**src/rtl/quantum_timer_if.sv**
```systemverilog
// -----------------------------------------------------------------------------
// quantum_timer_if
// Bundle between the processor control unit and the preemption (quantum)
// timer. Clock and reset stay as plain ports on the modules.
//
// Signals (direction seen from the timer / slave side):
//   set_quantum  in   one-cycle pulse: load quantum_in (Set Quantum instr.)
//   quantum_in   in   QWIDTH quantum value, sampled with set_quantum
//   os_mode      in   kernel/scheduler running; counting suspended
//   instr_retire in   one pulse per completed instruction
//   proc_halt    in   user process executed halt; forces a request
//   irq_ack      in   interruptionProcess (Change Context) acknowledge
//   irq          out  registered context-change request (level)
//   remaining    out  current down-counter value
//   active       out  timer in COUNT or PEND
// -----------------------------------------------------------------------------
interface quantum_timer_if #(
    parameter int QWIDTH = 16
);
    logic              set_quantum;
    logic [QWIDTH-1:0] quantum_in;
    logic              os_mode;
    logic              instr_retire;
    logic              proc_halt;
    logic              irq_ack;
    logic              irq;
    logic [QWIDTH-1:0] remaining;
    logic              active;

    // Control unit side.
    modport master (
        output set_quantum, quantum_in, os_mode, instr_retire, proc_halt, irq_ack,
        input  irq, remaining, active
    );

    // Timer side.
    modport slave (
        input  set_quantum, quantum_in, os_mode, instr_retire, proc_halt, irq_ack,
        output irq, remaining, active
    );
endinterface

```
**src/rtl/quantum_timer.sv**
```systemverilog
// -----------------------------------------------------------------------------
// quantum_timer
// Preemption timer for round-robin scheduling. A Set Quantum instruction
// loads the quantum; every retired user-mode instruction decrements it.
// On expiry, or when a user process halts, a context-change request (irq)
// is raised and held until the control unit acknowledges it.
//
// Ports:
//   clock    in   system clock, all state updates on the rising edge
//   reset_n  in   asynchronous active-low reset
//   bus      quantum_timer_if.slave (see interface header)
//
// States:
//   IDLE   timer disabled, only set_quantum is honoured
//   COUNT  counting retired user-mode instructions
//   PEND   irq asserted, waiting for irq_ack
// -----------------------------------------------------------------------------
module quantum_timer #(
    parameter int QWIDTH = 16   // must match the QWIDTH of the connected interface
) (
    input  logic           clock,
    input  logic           reset_n,
    quantum_timer_if.slave bus
);

    typedef enum logic [1:0] {
        IDLE  = 2'd0,
        COUNT = 2'd1,
        PEND  = 2'd2
    } state_t;

    localparam logic [QWIDTH-1:0] ZERO = '0;
    localparam logic [QWIDTH-1:0] ONE  = QWIDTH'(1);

    state_t            r_state;
    logic [QWIDTH-1:0] r_count;
    logic [QWIDTH-1:0] r_quantum;

    state_t            w_state_nxt;
    logic [QWIDTH-1:0] w_count_nxt;
    logic [QWIDTH-1:0] w_quantum_nxt;
    logic [QWIDTH-1:0] w_reload;
    logic              w_user_retire;
    logic              w_user_halt;
    logic              w_irq;
    logic              w_active;

    // Events that only count while a user process is running.
    assign w_user_retire = bus.instr_retire && !bus.os_mode;
    assign w_user_halt   = bus.proc_halt    && !bus.os_mode;

    // Reload value on an acknowledge out of PEND: a simultaneous Set Quantum
    // wins over the stored quantum.
    assign w_reload = bus.set_quantum ? bus.quantum_in : r_quantum;

    // -------------------------------------------------------------------------
    // State and datapath registers
    // -------------------------------------------------------------------------
    // NOTE: sequential state is written with non-blocking assignments so every
    // register samples the pre-edge values, independent of statement order.
    always_ff @(posedge clock or negedge reset_n) begin
        if (!reset_n) begin
            r_state   <= IDLE;
            r_count   <= ZERO;
            r_quantum <= ZERO;
        end else begin
            r_state   <= w_state_nxt;
            r_count   <= w_count_nxt;
            r_quantum <= w_quantum_nxt;
        end
    end

    // -------------------------------------------------------------------------
    // Next-state and next-datapath logic
    // -------------------------------------------------------------------------
    // NOTE: every signal driven here gets a hold default first; without it an
    // unassigned branch would infer a latch.
    always_comb begin
        w_state_nxt   = r_state;
        w_count_nxt   = r_count;
        w_quantum_nxt = r_quantum;

        unique case (r_state)
            IDLE: begin
                // Retire, halt and ack are meaningless while disabled.
                if (bus.set_quantum) begin
                    w_quantum_nxt = bus.quantum_in;
                    if (bus.quantum_in != ZERO) begin
                        w_count_nxt = bus.quantum_in;
                        w_state_nxt = COUNT;
                    end
                end
            end

            COUNT: begin
                if (bus.set_quantum) begin
                    // A new quantum restarts the slice; no decrement this cycle.
                    w_quantum_nxt = bus.quantum_in;
                    w_count_nxt   = bus.quantum_in;
                    if (bus.quantum_in == ZERO) begin
                        w_state_nxt = IDLE;
                    end
                end else if (w_user_halt) begin
                    // Count is frozen so the scheduler can see what was left.
                    w_state_nxt = PEND;
                end else if (bus.irq_ack) begin
                    // Voluntary context change: the next process gets a full slice.
                    w_count_nxt = r_quantum;
                end else if (w_user_retire) begin
                    if (r_count == ONE) begin
                        w_count_nxt = ZERO;
                        w_state_nxt = PEND;
                    end else if (r_count != ZERO) begin
                        // Guarded so the counter can never wrap.
                        w_count_nxt = r_count - ONE;
                    end
                end
            end

            PEND: begin
                // Retire and halt are dropped, so one expiry gives one request.
                if (bus.set_quantum) begin
                    w_quantum_nxt = bus.quantum_in;
                end
                if (bus.irq_ack) begin
                    w_count_nxt = w_reload;
                    w_state_nxt = (w_reload != ZERO) ? COUNT : IDLE;
                end
            end

            default: begin
                // Unreachable encoding: recover to a disabled timer.
                w_state_nxt = IDLE;
                w_count_nxt = ZERO;
            end
        endcase
    end

    // -------------------------------------------------------------------------
    // Outputs, decoded from registered state only
    // -------------------------------------------------------------------------
    always_comb begin
        w_irq    = (r_state == PEND);
        w_active = (r_state == COUNT) || (r_state == PEND);
    end

    assign bus.irq       = w_irq;
    assign bus.active    = w_active;
    assign bus.remaining = r_count;

endmodule

```
**src/flat_wrapper.sv**
```systemverilog
// flat-port wrapper written by rule: the top's interface ports become plain ports
module quantum_timer_flat 
#(
    parameter int QWIDTH = 16                                                      
)
  (clock, reset_n, bus_set_quantum, bus_quantum_in, bus_os_mode, bus_instr_retire, bus_proc_halt, bus_irq_ack, bus_irq, bus_remaining, bus_active);
  quantum_timer_if #(.QWIDTH(QWIDTH)) bus_i ();
  input  logic clock;
  input  logic reset_n;
  input wire logic [$bits(bus_i.set_quantum)-1:0] bus_set_quantum;
  input wire logic [$bits(bus_i.quantum_in)-1:0] bus_quantum_in;
  input wire logic [$bits(bus_i.os_mode)-1:0] bus_os_mode;
  input wire logic [$bits(bus_i.instr_retire)-1:0] bus_instr_retire;
  input wire logic [$bits(bus_i.proc_halt)-1:0] bus_proc_halt;
  input wire logic [$bits(bus_i.irq_ack)-1:0] bus_irq_ack;
  output wire logic [$bits(bus_i.irq)-1:0] bus_irq;
  output wire logic [$bits(bus_i.remaining)-1:0] bus_remaining;
  output wire logic [$bits(bus_i.active)-1:0] bus_active;
  assign bus_i.set_quantum = bus_set_quantum;
  assign bus_i.quantum_in = bus_quantum_in;
  assign bus_i.os_mode = bus_os_mode;
  assign bus_i.instr_retire = bus_instr_retire;
  assign bus_i.proc_halt = bus_proc_halt;
  assign bus_i.irq_ack = bus_irq_ack;
  assign bus_irq = bus_i.irq;
  assign bus_remaining = bus_i.remaining;
  assign bus_active = bus_i.active;
  quantum_timer #(.QWIDTH(QWIDTH)) u_core (.clock(clock), .reset_n(reset_n), .bus(bus_i));
endmodule
```
**config.mk**
```make
export PLATFORM = sky130hd
export DESIGN_NAME = quantum_timer_flat
export DESIGN_NICKNAME = d
export VERILOG_FILES = /design/src/rtl/quantum_timer_if.sv /design/src/rtl/quantum_timer.sv /design/src/flat_wrapper.sv
export SDC_FILE = /design/constraint.sdc
export NUM_CORES = 1
export LEC_CHECK = 0
export ABC_AREA = 0
export BUFFER_PORTS_ARGS = -buffer_cell sky130_fd_sc_hd__buf_2
export CAP_MARGIN = 20
export CORE_MARGIN = 2
export CORE_UTILIZATION = 56
export DETAILED_ROUTE_END_ITERATION = 8
export PLACE_DENSITY = 0.89
export SETUP_SLACK_MARGIN = 0.2
export SLEW_MARGIN = 5
export SYNTH_ARGS = -nofsm -noshare
export SYNTH_HDL_FRONTEND = slang
export SYNTH_SLANG_ARGS = --single-unit
```
**constraint.sdc**
```tcl
create_clock -name clock -period 2.64 [get_ports clock]
set_clock_uncertainty 0.05 [all_clocks]
set_input_delay 0 -clock clock [delete_from_list [all_inputs] [get_ports clock]]
set_output_delay 0 -clock clock [all_outputs]
set_load 0.005 [all_outputs]
```
==> flow_metrics.env, run 1 <==
export IMPL_yosysWarnings=0
export IMPL_synth_fa_ha_area_frac=0.0367
export IMPL_synth_area_um2=2390
export IMPL_max_slew_margin=0.497
export IMPL_post_route_period_util=0.857
export IMPL_worstPathArrival_ns=2.39
export IMPL_cts_tree="done"
export IMPL_placement_io_buffers=40
export IMPL_maxSlewViolCount=0
export IMPL_drive_above_1_share=0.264
export IMPL_drtAntennaViolNets=0
export IMPL_clkSinkCount=34
export IMPL_async_flop_share=1.00
export IMPL_fin_tns_setup_ns=0
export IMPL_drcViolationCount=0
export IMPL_yosysTopAreaCellShare=0.356
export IMPL_finalHoldViolations=0
export IMPL_drt_total_wl_um=6870
export IMPL_synth_area_leader_cell="dfrtp_1"
export IMPL_rrSetupSlack_ns=0.38
export IMPL_crit_required_ns=2.77
export IMPL_die_area_um2=4800
export IMPL_grt_usage=0.294
export IMPL_final_cell_mix="buf_2 (40), dfrtp_1 (34), nand2_1 (24)"
export IMPL_pre_cts_ws_ns=0.366
export IMPL_peakVddDrop_v=0.000614
export IMPL_r2r_start="u_core.r_state[0]$_DFFE_PN0P_"
export IMPL_grt_pass1_wl_um=11500
export IMPL_end_kind="register"
export IMPL_critPathKind="reg2reg"
export IMPL_die_x_um=69.3
export IMPL_vias=2484
export IMPL_synth_seq_cells=34
export IMPL_avgSynthCellArea_um2=9.63
export IMPL_start_util=0.589
export IMPL_outcome="completed"
export IMPL_grt_pass1_vias=2341
export IMPL_synth_flop_cell="dfrtp_1"
export IMPL_p_leak_nw=1.25
export IMPL_ios=41
export IMPL_die_h_um=69.3
export IMPL_tightestPinTransition_ns=0.755
export IMPL_viasPerCell=6.96
export IMPL_cp_start_kind="register"
export IMPL_mappedNetlistNets=278
export IMPL_synthXorXnorAreaFrac=0.00367
export IMPL_synth_top_family_by_area="compound AO/OA/AOI/OAI gates"
export IMPL_layout_commonest_cell="buf_2"
export IMPL_core_um2=4060
export IMPL_power_density_nw_per_um2=1010
export IMPL_cts_buffer_depth=2
export IMPL_routabilityCongestion=0.966
export IMPL_synth_area_top_cells="dfrtp_1 (36%), mux2_2 (9.0%), a222oi_1 (4.2%), nand2_1 (3.8%), o211ai_1 (3.8%)"
export IMPL_cts_inserted_buffers=5
export IMPL_reg2reg_to="u_core.bus.remaining[14]$_DFFE_PN0P_"
export IMPL_antenna_found_initial=0
export IMPL_min_period_ns=2.26
export IMPL_cts_root_buf="clkbuf_8"
export IMPL_synth_simple_area_share=0.209
export IMPL_dpl_cell_area_um2=2630
export IMPL_synthCells=248
export IMPL_rows=23
export IMPL_post_route_util=0.716
export IMPL_synth_seq_area_share=0.356
export IMPL_wl_per_cell_um=19.2
export IMPL_cp_max_fo=8
export IMPL_final_nets=337
export IMPL_synth_compound_area_share=0.263
export IMPL_finalSetupViolCount=0
export IMPL_path_clk_slew_ns=0.07
export IMPL_fmax_ghz=0.442
export IMPL_antenna_cells=0
export IMPL_setup_ws_ns=0.379
export IMPL_drtIter0Drc=389
export IMPL_cts_htree_levels=2
export IMPL_yosysUniqueCellTypes=54
export IMPL_first_pass_iters=8
export IMPL_area_delta_synth_final_pct=21.6
export IMPL_clkLatencyLatePin_ns=0.29
export IMPL_synth_edf_count=0
export IMPL_reg2reg_depth=7
export IMPL_synthMuxAreaShare=0.0938
export IMPL_hold_ws_ns=0.270
export IMPL_final_area_um2=2900
export IMPL_min_path_type="in2async"
export IMPL_overflow=0
export IMPL_grt_max_degree=35
export IMPL_rsz0062_at_grt="no"
export IMPL_dp_hpwl_um=4790
export IMPL_maxCapViolCount=0
==> through the flow <==
step                      total power [W]  cells
after global placement            0.00243    332
final                             0.00292    357
after global routing              0.00311    357
after detailed placement          0.00247    332
after floorplan                   0.00200    248
after CTS                         0.00286    356
==> what timing repair did <==
action | CTS | global route
resized for setup | 0 | 1
hold endpoints to repair | 50 | 0
endpoints found under the setup margin | 0 | 9
hold buffers | 17 | 0
setup buffers | 0 | 1
==> Yosys cell counts, types with 3 or more instances <==
cell type  instances
buf_2              6
mux2_2            19
nand4_1            4
a22oi_1            4
nor3b_1            3
inv_1              8
and3_1             3
o211ai_1          12
a222oi_1          10
o31ai_1            3
and2_1             3
clkbuf_1           3
nor2b_1            4
nor2_1            13
nand2_1           24
nand3_1            4
o2bb2ai_1          5
ha_1               7
nor4_1            13
a221oi_1           3
dfrtp_1           34
a22o_1            10
o21ai_0           17
==> where the power goes <==
group | internal (W) | leakage, nW | switching (W)
combinational | 0.000722 | 0.801 | 0.000818
sequential | 0.000709 | 0.414 | 0.000313
clock | 0.000181 | 0.0383 | 0.000181
total | 0.00161 | 1.25 | 0.00131
==> state kept, by name, indices dropped and copies added, names as in the netlist <==
register and flops:
u_core.bus.remaining 16, u_core.r_quantum 16, u_core.r_state 2
==> cells by family after synthesis <==
| kind of cell | after synthesis |
|---|---|
| buffers and inverters | 20 |
| muxes | 20 |
| and+or+nand+nor | 86 |
| xor gates and xnor gates | 1 |
| adders and majority gates | 7 |
| DFF | 34 |
| AOI/OAI and AO/OA | 80 |
==> per-layer routing <==
metal / up-vias / wire, µm / track usage
met5: - / 0 / 0
met4: 0 / 176 / 0.0871
met3: 22 / 593 / 0.0494
met2: 164 / 3320 / 0.493
met1: 1198 / 2780 / 0.391
li1: 1100 / - / -
==> how the worst max path moves through the flow <==
stage	from	endpoint	slack (ns)	depth (start not counted)
after floorplan	u_core.r_state[1]$_DFFE_PN0P_	u_core.bus.remaining[10]$_DFFE_PN0P_	0.64	8
after global placement	u_core.bus.remaining[1]$_DFFE_PN0P_	u_core.bus.remaining[12]$_DFFE_PN0P_	0.44	7
after detailed placement	u_core.bus.remaining[1]$_DFFE_PN0P_	u_core.bus.remaining[12]$_DFFE_PN0P_	0.37	7
after CTS	u_core.bus.remaining[1]$_DFFE_PN0P_	u_core.bus.remaining[12]$_DFFE_PN0P_	0.34	7
after global routing	u_core.bus.remaining[1]$_DFFE_PN0P_	u_core.bus.remaining[5]$_DFFE_PN0P_	0.24	7
final	u_core.r_state[0]$_DFFE_PN0P_	u_core.bus.remaining[14]$_DFFE_PN0P_	0.38	7
==> critical path, stage by stage, from the launching register on <==
cell and delay [ns]:
dfrtp_1 0.40, inv_1 0.08, ha_1 0.31, inv_1 0.16, o21ai_1 0.20, a222oi_1 0.53, o21ai_0 0.20, a22o_1 0.21
==> cell type report <==
cell class	instances	area (µm²)
clock buffers	7	76.3
fillers	303	1150
inverters	9	33.8
multi-input cells	194	1450
flip-flops and latches	34	851
well taps	50	62.6
repair buffers	63	428
(Power assumes the default switching activity.)
==> run 2: changes to the inputs <==
--- a/config.mk
+++ b/config.mk
@@ -8,8 +8,10 @@
 export ABC_AREA = 0
 export BUFFER_PORTS_ARGS = -buffer_cell sky130_fd_sc_hd__buf_2
 export CAP_MARGIN = 20
+export CELL_PAD_IN_SITES_DETAIL_PLACEMENT = 1
+export CELL_PAD_IN_SITES_GLOBAL_PLACEMENT = 2
 export CORE_MARGIN = 2
-export CORE_UTILIZATION = 56
+export CORE_UTILIZATION = 35
 export DETAILED_ROUTE_END_ITERATION = 8
 export PLACE_DENSITY = 0.89
 export SETUP_SLACK_MARGIN = 0.2
==> flow_metrics.env, run 2 (synthesis gave the netlist of run 1 again) <==
export IMPL_final_nets=340
export IMPL_switching_share=0.439
export IMPL_die_area_um2=7500
export IMPL_worstPathArrival_ns=2.43
export IMPL_rows=30
export IMPL_post_route_util=0.451
export IMPL_routabilityCongestion=0.854
export IMPL_finalSetupViolCount=0
export IMPL_p_leak_nw=1.29
export IMPL_rsz0062_at_grt="no"
export IMPL_clkLatencyLatePin_ns=0.29
export IMPL_grt_pass1_vias=2352
export IMPL_die_x_um=86.6
export IMPL_crit_buf_inv=1
export IMPL_path_delay_family="simple AND/OR/NAND/NOR gates"
export IMPL_critPathKind="reg2reg"
export IMPL_start_util=0.357
export IMPL_drive_above_1_share=0.283
export IMPL_tightestPinTransition_ns=0.796
export IMPL_cp_max_fo=6
export IMPL_antenna_found_initial=0
export IMPL_layout_commonest_cell="buf_2"
export IMPL_critPathSlowestCell="a222oi_1"
export IMPL_power_density_nw_per_um2=1050
export IMPL_drt_total_wl_um=8010
export IMPL_min_path_type="in2async"
export IMPL_maxSlewViolCount=0
export IMPL_max_slew_margin=0.469
export IMPL_cts_tree="done"
export IMPL_maxCapViolCount=0
export IMPL_grt_usage=0.220
export IMPL_die_h_um=86.6
export IMPL_p_switching_w=0.00139
export IMPL_r2r_start="u_core.bus.remaining[1]$_DFFE_PN0P_"
export IMPL_antenna_cells=0
export IMPL_path_depth=7
export IMPL_min_period_ns=2.33
export IMPL_reg2reg_depth=7
export IMPL_final_cell_mix="buf_2 (40), dfrtp_1 (34), nand2_1 (24)"
export IMPL_cp_cell_sequence="inv_1 -> ha_1 -> nor3b_2 -> nand4_1 -> and2_1 -> a222oi_1 -> o2bb2ai_1"
export IMPL_finalHoldViolations=0
export IMPL_vias=2455
export IMPL_drtAntennaViolNets=0
export IMPL_drcViolationCount=0
export IMPL_post_route_period_util=0.881
export IMPL_cts_htree_levels=2
export IMPL_cts_buffer_depth=2
export IMPL_fin_tns_setup_ns=0
export IMPL_internal_power_w=0.00178
export IMPL_clkSinkCount=34
export IMPL_p_comb_frac=0.534
export IMPL_grt_max_degree=35
export IMPL_cts_root_buf="clkbuf_8"
export IMPL_area_delta_synth_final_pct=26.2
export IMPL_path_clk_slew_ns=0.08
export IMPL_drtIter0Drc=170
export IMPL_placement_io_buffers=40
export IMPL_first_pass_iters=7
export IMPL_crit_required_ns=2.74
export IMPL_peakVddDrop_v=0.000358
export IMPL_p_seq_frac=0.314
export IMPL_ios=41
export IMPL_dp_hpwl_um=5800
export IMPL_hold_ws_ns=0.277
export IMPL_wl_per_cell_um=20.5
export IMPL_cp_start_kind="register"
export IMPL_reg2reg_to="u_core.bus.remaining[2]$_DFFE_PN0P_"
export IMPL_viasPerCell=6.28
export IMPL_rrSetupSlack_ns=0.31
export IMPL_grt_pass1_wl_um=12700
export IMPL_fmax_ghz=0.430
export IMPL_max_stage_delay_ns=0.51
export IMPL_core_um2=6680
export IMPL_cts_inserted_buffers=5
export IMPL_end_kind="register"
export IMPL_overflow=0
export IMPL_power_share_clock=0.151
export IMPL_outcome="completed"
## run 2: changes by cell type in the layout (fill, tap and decap cells not counted), sizes merged
cell    delta
bufinv     +1
buf        +3
## run 2: power by group through the flow
stage	sequential [W]	clock [W]	combinational [W]
6_report	0.000995	0.000479	0.00169
5_1_grt	0.00104	0.000515	0.00185
4_1_cts	0.000992	0.000492	0.00161
2_1_floorplan	0.000934	0	0.00107
3_5_place_dp	0.00100	0	0.00159
3_3_place_gp	0.000988	0	0.00156
## run 2: area by class of cell
cell class | count | area (µm²)
Timing Repair Buffer | 66 | 463
Fill cell | 787 | 3670
Tap cell | 80 | 100
Clock buffer | 7 | 76.3
Clock inverter | 1 | 30.0
Sequential cell | 34 | 851
Multi-Input combinational cell | 194 | 1460
Inverter | 9 | 33.8
## run 2: worst max-delay path by stage
stage | startpoint | endpoint | slack (ns)
global placement | u_core.bus.remaining[1]$_DFFE_PN0P_ | u_core.bus.remaining[13]$_DFFE_PN0P_ | 0.36
finish | u_core.bus.remaining[1]$_DFFE_PN0P_ | u_core.bus.remaining[2]$_DFFE_PN0P_ | 0.31
global route | u_core.bus.remaining[1]$_DFFE_PN0P_ | u_core.bus.remaining[5]$_DFFE_PN0P_ | 0.18
CTS | u_core.bus.remaining[1]$_DFFE_PN0P_ | u_core.bus.remaining[11]$_DFFE_PN0P_ | 0.24
detailed placement | u_core.bus.remaining[1]$_DFFE_PN0P_ | u_core.bus.remaining[14]$_DFFE_PN0P_ | 0.25
floorplan | u_core.r_state[1]$_DFFE_PN0P_ | u_core.bus.remaining[10]$_DFFE_PN0P_ | 0.64
## run 2: repair_timing
action                                  CTS  global route
hold endpoints to repair                 50             0
resized for setup                         0             4
endpoints found under the setup margin    0            14
setup buffers                             0             2
hold buffers                             17             0
## run 2: worst reg2reg max path, delay by kind of cell (launching register included)
| kind | cells | cell delay [ns] |
|---|---|---|
| buf+inv | 1 | 0.13 |
| simple gates | 3 | 0.79 |
| compound gates | 2 | 0.64 |
| fa+ha+maj | 1 | 0.17 |
| flops | 1 | 0.43 |
## run 2: metrics by stage
step	setup slack (ns)	power [W]	instance area, µm²	std cells
after floorplan	0.641	0.00200	2390	248
after global placement	0.361	0.00254	2690	364
after detailed placement	0.254	0.00259	2690	364
after CTS	0.238	0.00310	2960	389
after global routing	0.181	0.00341	3020	391
final	0.314	0.00317	3020	391
## run 2: metal layers
layer  part of all wire  GRT usage  vias up
met4              0.025     0.0611        0
met5                  0          0        -
met2               0.46      0.338      113
met1               0.46      0.322     1201
li1                   -          -     1111
met3              0.053     0.0324       30
==> run 3: changes to the inputs <==
==> constraint.sdc (replaced) <==
create_clock -name clock -period 2.4 [get_ports clock]
set_clock_uncertainty 0.05 [all_clocks]
set_input_delay 0 -clock clock [delete_from_list [all_inputs] [get_ports clock]]
set_output_delay 0 -clock clock [all_outputs]
set_load 0.005 [all_outputs]
==> flow_metrics.env, run 3 (synthesis gave the netlist of run 1 again) <==
export IMPL_die_h_um=86.6
export IMPL_placement_io_buffers=40
export IMPL_min_period_ns=2.19
export IMPL_switching_share=0.454
export IMPL_critPathSlowestCell="nor4_1"
export IMPL_finalPower_w=0.00358
export IMPL_worstPathArrival_ns=2.31
export IMPL_drive_above_1_share=0.363
export IMPL_fin_tns_setup_ns=0
export IMPL_grt_pass1_vias=2484
export IMPL_p_comb_frac=0.579
export IMPL_dp_hpwl_um=5840
export IMPL_p_leak_nw=1.34
export IMPL_area_delta_synth_final_pct=32.1
export IMPL_antenna_found_initial=0
export IMPL_tightestPinTransition_ns=0.826
export IMPL_cts_buffer_depth=2
export IMPL_cts_inserted_buffers=5
export IMPL_wl_met1_um=3760
export IMPL_grt_usage=0.229
export IMPL_power_share_clock=0.122
export IMPL_hold_ws_ns=0.253
export IMPL_antenna_cells=0
export IMPL_first_pass_iters=5
export IMPL_die_x_um=86.6
export IMPL_cts_root_buf="clkbuf_8"
export IMPL_cp_start_kind="register"
export IMPL_power_density_nw_per_um2=1130
export IMPL_end_kind="register"
export IMPL_drtAntennaViolNets=0
export IMPL_final_cell_mix="buf_2 (40), dfrtp_1 (31), nand2_1 (21)"
export IMPL_grt_pass1_wl_um=13500
export IMPL_clkSinkCount=34
export IMPL_finalHoldViolations=0
export IMPL_cp_max_fo=5
export IMPL_final_nets=351
export IMPL_path_delay_family="simple AND/OR/NAND/NOR gates"
export IMPL_crit_buf_inv=0
export IMPL_drcViolationCount=0
export IMPL_wl_met3_um=436
export IMPL_viasPerCell=6.21
export IMPL_max_stage_delay_ns=0.44
export IMPL_wl_met2_um=4180
export IMPL_die_area_um2=7500
export IMPL_internal_power_w=0.00195
export IMPL_cts_tree="done"
export IMPL_post_route_period_util=0.913
export IMPL_overflow=0
export IMPL_layout_commonest_cell="buf_2"
export IMPL_grt_max_degree=35
export IMPL_fmax_ghz=0.457
export IMPL_max_slew_margin=0.449
export IMPL_rsz0062_at_grt="yes"
export IMPL_ios=41
export IMPL_peakVddDrop_v=0.000370
export IMPL_drtIter0Drc=200
export IMPL_routabilityCongestion=0.844
export IMPL_rows=30
export IMPL_path_clk_slew_ns=0.08
export IMPL_maxCapViolCount=0
export IMPL_outcome="completed"
export IMPL_p_switching_w=0.00162
export IMPL_maxSlewViolCount=0
export IMPL_clkLatencyLatePin_ns=0.29
export IMPL_cp_cell_sequence="nor4_1 -> nand4_1 -> and2_4 -> a222oi_1 -> o2bb2ai_1"
export IMPL_drt_total_wl_um=8460
export IMPL_final_area_um2=3150
export IMPL_cts_htree_levels=2
export IMPL_start_util=0.357
export IMPL_vias=2482
export IMPL_critPathKind="reg2reg"
export IMPL_min_path_type="in2reg"
export IMPL_top_layer_used="met4"
export IMPL_p_seq_frac=0.299
export IMPL_crit_required_ns=2.52
export IMPL_dpl_cell_area_um2=2760
export IMPL_finalSetupViolCount=0
export IMPL_wl_per_cell_um=21.1
export IMPL_core_um2=6680
run 3: through the flow:
step,std cells,worst slack (ns),utilization
floorplan,248,0.401,-
global placement,372,0.206,0.413
detailed placement,372,0.159,0.413
CTS,397,0.188,0.454
global route,400,0.152,0.472
finish,400,0.210,0.472
run 3: worst paths after layout:
kind                                                  endpoint  slack [ns]  depth (start not counted)                                  from
setup / recovery           u_core.bus.remaining[5]$_DFFE_PN0P_        0.21                          5  u_core.bus.remaining[13]$_DFFE_PN0P_
hold / removal                   u_core.r_state[0]$_DFFE_PN0P_        0.25                          5                           bus_os_mode
setup reg to reg           u_core.bus.remaining[5]$_DFFE_PN0P_        0.21                          5  u_core.bus.remaining[13]$_DFFE_PN0P_
hold reg to reg                u_core.r_quantum[6]$_DFFE_PN0P_        0.51                          1       u_core.r_quantum[6]$_DFFE_PN0P_
max in group asynchronous  u_core.bus.remaining[2]$_DFFE_PN0P_        1.44                          2                               reset_n
min in group asynchronous  u_core.bus.remaining[0]$_DFFE_PN0P_        0.29                          2                               reset_n
run 3: repair_timing:
item	in CTS	in global routing
buffers inserted	2	2
setup endpoints to repair	3	17
hold buffers	17	0
hold endpoints to repair	50	0
cloned	0	1
pin swaps	4	11
gates resized for setup	4	29
run 3: power by group through the flow:
stage	combinational [W]	clock, W	sequential, W
global route	0.00225	0.000465	0.00110
detailed placement	0.00182	0	0.00108
CTS	0.00190	0.000439	0.00106
finish	0.00207	0.000437	0.00107
global placement	0.00180	0	0.00107
floorplan	0.00117	0	0.00103
run 3: final cells by class:
class / instances / area, µm²
clock buffers: 6 / 82.6
fillers: 760 / 3530
inverters: 9 / 33.8
multi-input cells: 194 / 1550
flip-flops and latches: 34 / 855
well taps: 80 / 100
repair buffers: 77 / 537
run 3: per-layer routing:
layer  vias to the layer above  track usage
met5                         -            0
met4                         0       0.0511
met3                        10       0.0495
met2                        76        0.362
met1                      1263        0.323
li1                       1133            -
run 3: worst register-to-register path, delay by kind of cell, from the launching register on:
family / cells / cell delay (ns)
simple gates: 3 / 1.05
compound gates: 2 / 0.55
flops: 1 / 0.43
